### config.mk
export PLATFORM = sky130hd
export DESIGN_NAME = cmp_operand_sequencer
export DESIGN_NICKNAME = d
export VERILOG_FILES = /design/src/rtl/cmp_operand_sequencer.sv
export SDC_FILE = /design/constraint.sdc
export NUM_CORES = 1
export LEC_CHECK = 0
export ABC_AREA = 1
export CORE_AREA = 10 10 85 87
export DETAILED_ROUTE_END_ITERATION = 8
export DIE_AREA = 0 0 95 97
export GPL_TIMING_DRIVEN = 0
export SYNTH_ARGS = -nofsm -noshare
export SYNTH_HDL_FRONTEND = slang
export SYNTH_SLANG_ARGS = --single-unit
### constraint.sdc
create_clock -name clk -period 2 [get_ports clk]
set_clock_uncertainty 0.1 [all_clocks]
set_input_delay 0.4 -clock clk [delete_from_list [all_inputs] [get_ports clk]]
set_output_delay 0.4 -clock clk [all_outputs]
set_load 0.005 [all_outputs]
### src/rtl/cmp_operand_sequencer.sv
// Operand sequencer for the 4-bit comparator bank: debounces the load key, captures x then y
// from the switches, pulses the comparator enable for one cycle and latches the returned flags.
module cmp_operand_sequencer #(
   parameter int WIDTH           = 4,
   parameter int DEBOUNCE_CYCLES = 250000,
   parameter int CNT_W           = 8
) (
   input  logic             clk,
   input  logic             rst_n,
   input  logic [WIDTH-1:0] sw,
   input  logic             key_load_n,
   output logic [WIDTH-1:0] x_out,
   output logic [WIDTH-1:0] y_out,
   output logic             cmp_en,
   input  logic             eq_in,
   input  logic             gt_in,
   input  logic             lt_in,
   output logic [1:0]       state_out,
   output logic             res_eq,
   output logic             res_gt,
   output logic             res_lt,
   output logic             res_valid,
   output logic             err,
   output logic [CNT_W-1:0] cmp_count
);

   localparam int DB_W = $clog2(DEBOUNCE_CYCLES + 1);

   typedef enum logic [1:0] {
      LOAD_X  = 2'b00,
      LOAD_Y  = 2'b01,
      COMPARE = 2'b10,
      SHOW    = 2'b11
   } state_t;

   state_t            state_q, state_d;
   logic              sync1_q, sync1_d;
   logic              sync2_q, sync2_d;
   logic              deb_q, deb_d;
   logic [DB_W-1:0]   deb_cnt_q, deb_cnt_d;
   logic              press_q, press_d;
   logic [WIDTH-1:0]  x_q, x_d;
   logic [WIDTH-1:0]  y_q, y_d;
   logic              res_eq_q, res_eq_d;
   logic              res_gt_q, res_gt_d;
   logic              res_lt_q, res_lt_d;
   logic              res_valid_q, res_valid_d;
   logic              err_q, err_d;
   logic [CNT_W-1:0]  cnt_q, cnt_d;
   logic [1:0]        flag_sum;

   always_ff @(posedge clk) begin
      if (!rst_n) begin
         state_q     <= LOAD_X;
         sync1_q     <= 1'b1;
         sync2_q     <= 1'b1;
         deb_q       <= 1'b1;
         deb_cnt_q   <= '0;
         press_q     <= 1'b0;
         x_q         <= '0;
         y_q         <= '0;
         res_eq_q    <= 1'b0;
         res_gt_q    <= 1'b0;
         res_lt_q    <= 1'b0;
         res_valid_q <= 1'b0;
         err_q       <= 1'b0;
         cnt_q       <= '0;
      end else begin
         state_q     <= state_d;
         sync1_q     <= sync1_d;
         sync2_q     <= sync2_d;
         deb_q       <= deb_d;
         deb_cnt_q   <= deb_cnt_d;
         press_q     <= press_d;
         x_q         <= x_d;
         y_q         <= y_d;
         res_eq_q    <= res_eq_d;
         res_gt_q    <= res_gt_d;
         res_lt_q    <= res_lt_d;
         res_valid_q <= res_valid_d;
         err_q       <= err_d;
         cnt_q       <= cnt_d;
      end
   end

   // Key conditioning: the debounced level only moves after a full run of disagreeing samples.
   always_comb begin
      sync1_d   = key_load_n;
      sync2_d   = sync1_q;
      deb_d     = deb_q;
      deb_cnt_d = '0;
      if (sync2_q != deb_q) begin
         if (deb_cnt_q == DB_W'(DEBOUNCE_CYCLES - 1)) begin
            deb_d = sync2_q;
         end else begin
            deb_cnt_d = deb_cnt_q + DB_W'(1);
         end
      end
      press_d = deb_q & ~deb_d;
   end

   assign flag_sum = {1'b0, eq_in} + {1'b0, gt_in} + {1'b0, lt_in};

   always_comb begin
      state_d     = state_q;
      x_d         = x_q;
      y_d         = y_q;
      res_eq_d    = res_eq_q;
      res_gt_d    = res_gt_q;
      res_lt_d    = res_lt_q;
      res_valid_d = res_valid_q;
      err_d       = err_q;
      cnt_d       = cnt_q;
      unique case (state_q)
         LOAD_X: begin
            if (press_q) begin
               x_d     = sw;
               state_d = LOAD_Y;
            end
         end
         LOAD_Y: begin
            if (press_q) begin
               y_d     = sw;
               state_d = COMPARE;
            end
         end
         COMPARE: begin
            // A press landing here is dropped on purpose.
            res_eq_d    = eq_in;
            res_gt_d    = gt_in;
            res_lt_d    = lt_in;
            res_valid_d = 1'b1;
            err_d       = (flag_sum != 2'd1);
            if (cnt_q != {CNT_W{1'b1}}) cnt_d = cnt_q + CNT_W'(1);
            state_d     = SHOW;
         end
         SHOW: begin
            if (press_q) begin
               x_d         = sw;
               res_valid_d = 1'b0;
               state_d     = LOAD_Y;
            end
         end
         default: state_d = LOAD_X;
      endcase
   end

   assign cmp_en    = (state_q == COMPARE);
   assign state_out = state_q;
   assign x_out     = x_q;
   assign y_out     = y_q;
   assign res_eq    = res_eq_q;
   assign res_gt    = res_gt_q;
   assign res_lt    = res_lt_q;
   assign res_valid = res_valid_q;
   assign err       = err_q;
   assign cmp_count = cnt_q;

endmodule

Yosys cells after proc, flatten, opt, wreduce, memory -nomap -nowiden
Index checks and enable logic that the tools add are counted.
{"block": "word_totals", "regBits": 45, "output_inout_bits": 24}
{"block": "classes", "n_addsub": 4, "eq_ne": 10, "mux": 7, "n_bitwise": 4, "reduce_logical": 9}
{"operator": "$add A18 B1 Y18 const B", "count": 1}
{"operator": "$eq A18 B18 Y1 const B", "count": 1}
{"operator": "$reduce_and A2 Y1", "count": 5}
{"operator": "$add A8 B1 Y8 const B", "count": 1}
{"operator": "$ne A8 B8 Y1 const B", "count": 1}
{"operator": "$pmux W2 S3", "count": 1}
{"operator": "$eq A2 B2 Y1 const B", "count": 2}
{"operator": "$mux W2", "count": 2}
{"operator": "$ne A2 B1 Y1 const B", "count": 2}
{"operator": "$ne A2 B2 Y1 const B", "count": 2}
{"operator": "$mux W1", "count": 3}
{"operator": "$not A1 Y1", "count": 3}
{"operator": "$reduce_or A3 Y1", "count": 1}
{"operator": "$add A1 B1 Y2", "count": 1}
{"operator": "$add A2 B1 Y2", "count": 1}
{"operator": "$eq A2 B1 Y1 const B", "count": 1}
{"operator": "$logic_not A2 Y1", "count": 1}
{"operator": "$pmux W1 S2", "count": 1}
{"operator": "$reduce_bool A2 Y1", "count": 1}
{"operator": "$reduce_or A2 Y1", "count": 1}
{"operator": "$and A1 B1 Y1", "count": 1}
{"operator": "$ne A1 B1 Y1", "count": 1}

Longest topological paths before layout
Gate-level depths: netlist (run 1).
{"block": "logic_depth", "depth_word": 5, "ltp_mapped": 8, "mapped_depth_nobuf": 8}

Worst setup path after synthesis (run 1)
Ideal clock, no wire load.
{"block": "synth_timing", "path_type": "register to register", "startpoint": "register deb_cnt_q[0]", "endpoint": "register deb_cnt_q[12]", "setup_ns": 0.118, "arrival_time_ns": 1.171, "t_required_ns": 1.782, "setup_slack_ns": 0.611, "stages_incl_launch_ff": 8, "synth_period_minus_slack_ns": 1.389, "cell_sequence": "dfxtp_1 > ha_1 > nand3_2 > nor3_2 > nand3_2 > nand2_4 > buf_12 > nor2_4"}
{"block": "synth_via", "elab_chain_len": 2}
{"item": "start: declaration", "line_no": "40", "source": "logic [DB_W-1:0] deb_cnt_q, deb_cnt_d;"}
{"item": "start signal: assignment", "line_no": "73", "source": "deb_cnt_q <= deb_cnt_d;"}
{"item": "parallel branches: the longest is 2 deep, another holds $add A18 B1 Y18"}
Several ways; the timed one is not identified.
A chain may end at the register's enable or synchronous reset.

Worst setup path in the final report (run 1)
{"block": "layout_timing", "startpoint": "register state_q[0], in the netlist state_out[0]", "endpoint": "output port cmp_en"}
{"block": "layout_via", "elab_chain_len": 1}
{"item": "start: declaration", "line_no": "36", "source": "state_t state_q, state_d;"}
{"item": "start signal: assignment", "line_no": "69", "source": "state_q <= state_d;"}
{"item": "$eq A2 B2 Y1", "line_no": "148", "source": "assign cmp_en = (state_q == COMPARE);"}
{"item": "end: declaration", "line_no": "14", "source": "output logic cmp_en,"}
Every way passes these cells.

==> results of run 1 <==
routing by layer:
layer	wire length (µm)	global-route usage (%)
met5	0	0
met4	55	4.119
met3	309	4.780
met2	2049	15.86
met1	2236	12.26
stage by stage:
stage	instance area, µm²	power, µW	hold slack (ns)
2_1_floorplan	2131	945.7	0.2925
3_3_place_gp	2551	971.9	0.2952
3_5_place_dp	2551	972.0	0.2977
4_1_cts	2651	1599	0.3226
5_1_grt	2654	1633	0.3567
6_report	2654	1573	0.3202
state kept, by name, summed over array words and instances (netlist names):
register / count
press_q: 1
deb_q: 1
sync1_q: 1
state_out: 2
res_lt: 1
y_out: 4
res_gt: 1
err: 1
res_eq: 1
sync2_q: 1
deb_cnt_q: 18
res_valid: 1
x_out: 4
cmp_count: 8
synthesized netlist by cell type, drive strengths merged:
master,n,area (µm²)
nand3,18,105.1
nor3,3,25.02
buf,3,30.03
nand4,8,50.05
o211ai,2,15.01
clkbuf,2,7.510
nand3b,1,7.510
fa,1,20.02
nand2,58,227.7
ha,5,62.56
xnor2,1,8.760
dfxtp,45,900.9
or2,3,18.77
xor2,7,61.31
o21ai,19,95.09
a21oi,19,102.6
inv,36,135.1
a31oi,1,6.260
nor2,57,251.5
cell families (layout without fill, tap and decap cells):
logic type | after synthesis | count (layout) | synth area share, %
flops | 45 | 45 | 42.28
compound gates | 41 | 41 | 10.28
xor+xnor | 8 | 8 | 3.288
buf+inv | 41 | 82 | 8.104
fa+ha+maj | 6 | 6 | 3.876
simple gates | 148 | 148 | 32.18
worst max-delay path: stages (launching register included):
cell and delay (ns):
dfxtp_2 0.38, inv_1 0.05, ha_1 0.20, clkdlybuf4s50_1 0.45
what timing repair did:
action	CTS	global route
resized for setup	0	2
endpoints found under the setup margin	0	1
hold buffers	0	0
path summary, 6_finish.rpt:
check | start | to | slack [ns] | cells after the start
setup / recovery | state_out[0] | cmp_en | 0.12 | 3
hold / removal | sync1_q | sync2_q | 0.32 | 1
setup reg to reg | deb_cnt_q[0] | deb_cnt_q[8] | 0.45 | 7
hold reg to reg | sync1_q | sync2_q | 0.32 | 1
power by group:
part	total (µW)	internal, µW	switching (µW)
clock network	622	287	335
registers	899	898	1.45
logic	51.1	26.0	25.1
area by class of cell:
type / instances / area, µm² / area share, %
multi-input combinational: 203 / 1057 / 39.84
sequential: 45 / 903.4 / 34.04
timing repair buffer: 33 / 330.3 / 12.45
inverter: 36 / 135.1 / 5.092
tap: 72 / 90.09 / 3.395
clock buffer: 6 / 82.58 / 3.112
buffer: 5 / 37.54 / 1.414
clock inverter: 2 / 17.52 / 0.6601
==> Flow_metrics.wiki, run 1 <==
{| class="wikitable"
! Metric !! Value
|-
| Layout Nets || 345
|-
| Iter 0 DRT Violations || just over 60
|-
| Post-synthesis register bit count || 45
|-
| Post-DP HPWL || 3524 µm
|-
| Clk root buf || clkbuf_8
|-
| Final-layout fill cell count || roughly 600
|-
| Total power divided by cell area || 592.6 mW/mm²
|-
| Setup slack after layout || about 0.12 ns
|-
| Post-DR wirelength/cell || between 10 and 15 µm
|-
| Placer Congestion || between 0.8 and 0.9
|-
| Area inside the core boundary || 0.005473 mm²
|-
| Count of antenna-violating nets left after detailed routing || 0
|-
| RSZ-0062 raised after global routing || no
|-
| Peak supply drop || between 0.3 and 0.4 mV
|-
| First-pass iteration count of the detailed router || 4
|-
| Final std cells w/o fill || 402
|-
| Commonest non-fill, non-tap cell in the layout || nand2_1
|-
| Nature of the critical path startpoint || register
|-
| Tightest slew margin relative to the limit || about 73%
|-
| Clock sink total || 45
|-
| Number of slew-limit violations in the final report || 0
|-
| Actual slew at the worst max-slew pin || between 0.4 and 0.5 ns
|-
| Inserted Clock Buffers || 5
|-
| Detailed-route vias per instance || 4.647
|-
| Unique cell type count in the Yosys netlist || 27
|-
| Effective utilization at floorplan || 38.93%
|-
| Count of pins on the block boundary || 34
|-
| Horiz. Die Dim || ~95 µm
|-
| Setup Fix Bufs, Post-CTS || 0
|-
| Post-placement cell count || about 400
|-
| CTS tree || yes
|-
| Proportion of layout cells with a drive suffix above 1 || between 10% and 20%
|-
| Maximum clock rate || about 530 MHz
|-
| CTS max path bufs || 2
|-
| Placement row count || 27
|-
| Syn avg cell area || around 7.4 µm²
|-
| Ys Warns || 0
|-
| Max FO, Critical Path || 5
|-
| Pin count of the biggest net entering global routing || 16
|-
| Final antenna diode count || 0
|-
| Endpoint kind of the worst setup timing path || output pin
|-
| Die footprint || between 0.009 and 0.01 mm²
|-
| Total of endpoints with negative setup slack in the final report || 0
|-
| Synthesized netlist cell count || between 200 and 300
|-
| Top library cells by usage in the layout, fill and taps aside || nand2_1 (56), nor2_1 (46), dfxtp_1 (43)
|-
| WP data required || about 1.5 ns
|-
| # H-tree levels || 2
|-
| Net count after synthesis || 305
|-
| Mapped cell area || 0.002131 mm²
|-
| Utilization after layout || around half
|-
| Total DRC errors in the routed layout || 0
|-
| Status || complete, no violations
|-
| Total Routing Usage GR || a little over 10%
|-
| Number of vias in the routed layout || between 1500 and 2000
|-
| Port Buf Inserts || 33
|-
| Clock-pin slew reported for the worst setup and hold paths after clock tree synthesis || roughly 0.10 ns
|-
| Initial antenna violation count || 0
|-
| Congestion Overflow GR || 0
|-
| Worst hold-check path type || reg2reg
|-
| Hold violation count in the final report || 0
|-
| Time the worst path needs with I/O delays and setup || approximately 1.9 ns
|-
| Setup Total Neg Slack || 0 ns
|-
| Final worst path period share || ~94%
|-
| Data arrival time of the critical path || about 1.4 ns
|-
| Later-pin clock latency in the skew report || about 0.3 ns
|-
| Total routed wirelength || approximately 4700 µm
|-
| Area grow syn2layout || 24.55%
|-
| Max Cap Violations || 0
|-
| Sequential area share after synthesis || a little over two fifths
|-
| Via count of the first global-routing pass || ~1800
|-
| Static leakage power || approximately 0.00095 µW
|-
| Worst Path Class, Setup || reg2out
|-
| Vertical die dimension || slightly below 100 µm
|-
| Post-Place Setup Slack || approximately 0.17 ns
|-
| Global-route wire length before repair || 7859 µm
|}
Power figures use the tool's default switching activity.
==> run 2, diff against run 1 <==
--- a/config.mk
+++ b/config.mk
@@ -7,9 +7,11 @@
 export LEC_CHECK = 0
 export ABC_AREA = 1
 export CORE_AREA = 10 10 85 87
+export CTS_CLUSTER_SIZE = 20
 export DETAILED_ROUTE_END_ITERATION = 8
 export DIE_AREA = 0 0 95 97
 export GPL_TIMING_DRIVEN = 0
 export SYNTH_ARGS = -nofsm -noshare
 export SYNTH_HDL_FRONTEND = slang
 export SYNTH_SLANG_ARGS = --single-unit
+export TNS_END_PERCENT = 100
==> results of run 2 <==
Same layout as run 1: the final DEF is identical, and so are final timing and power.
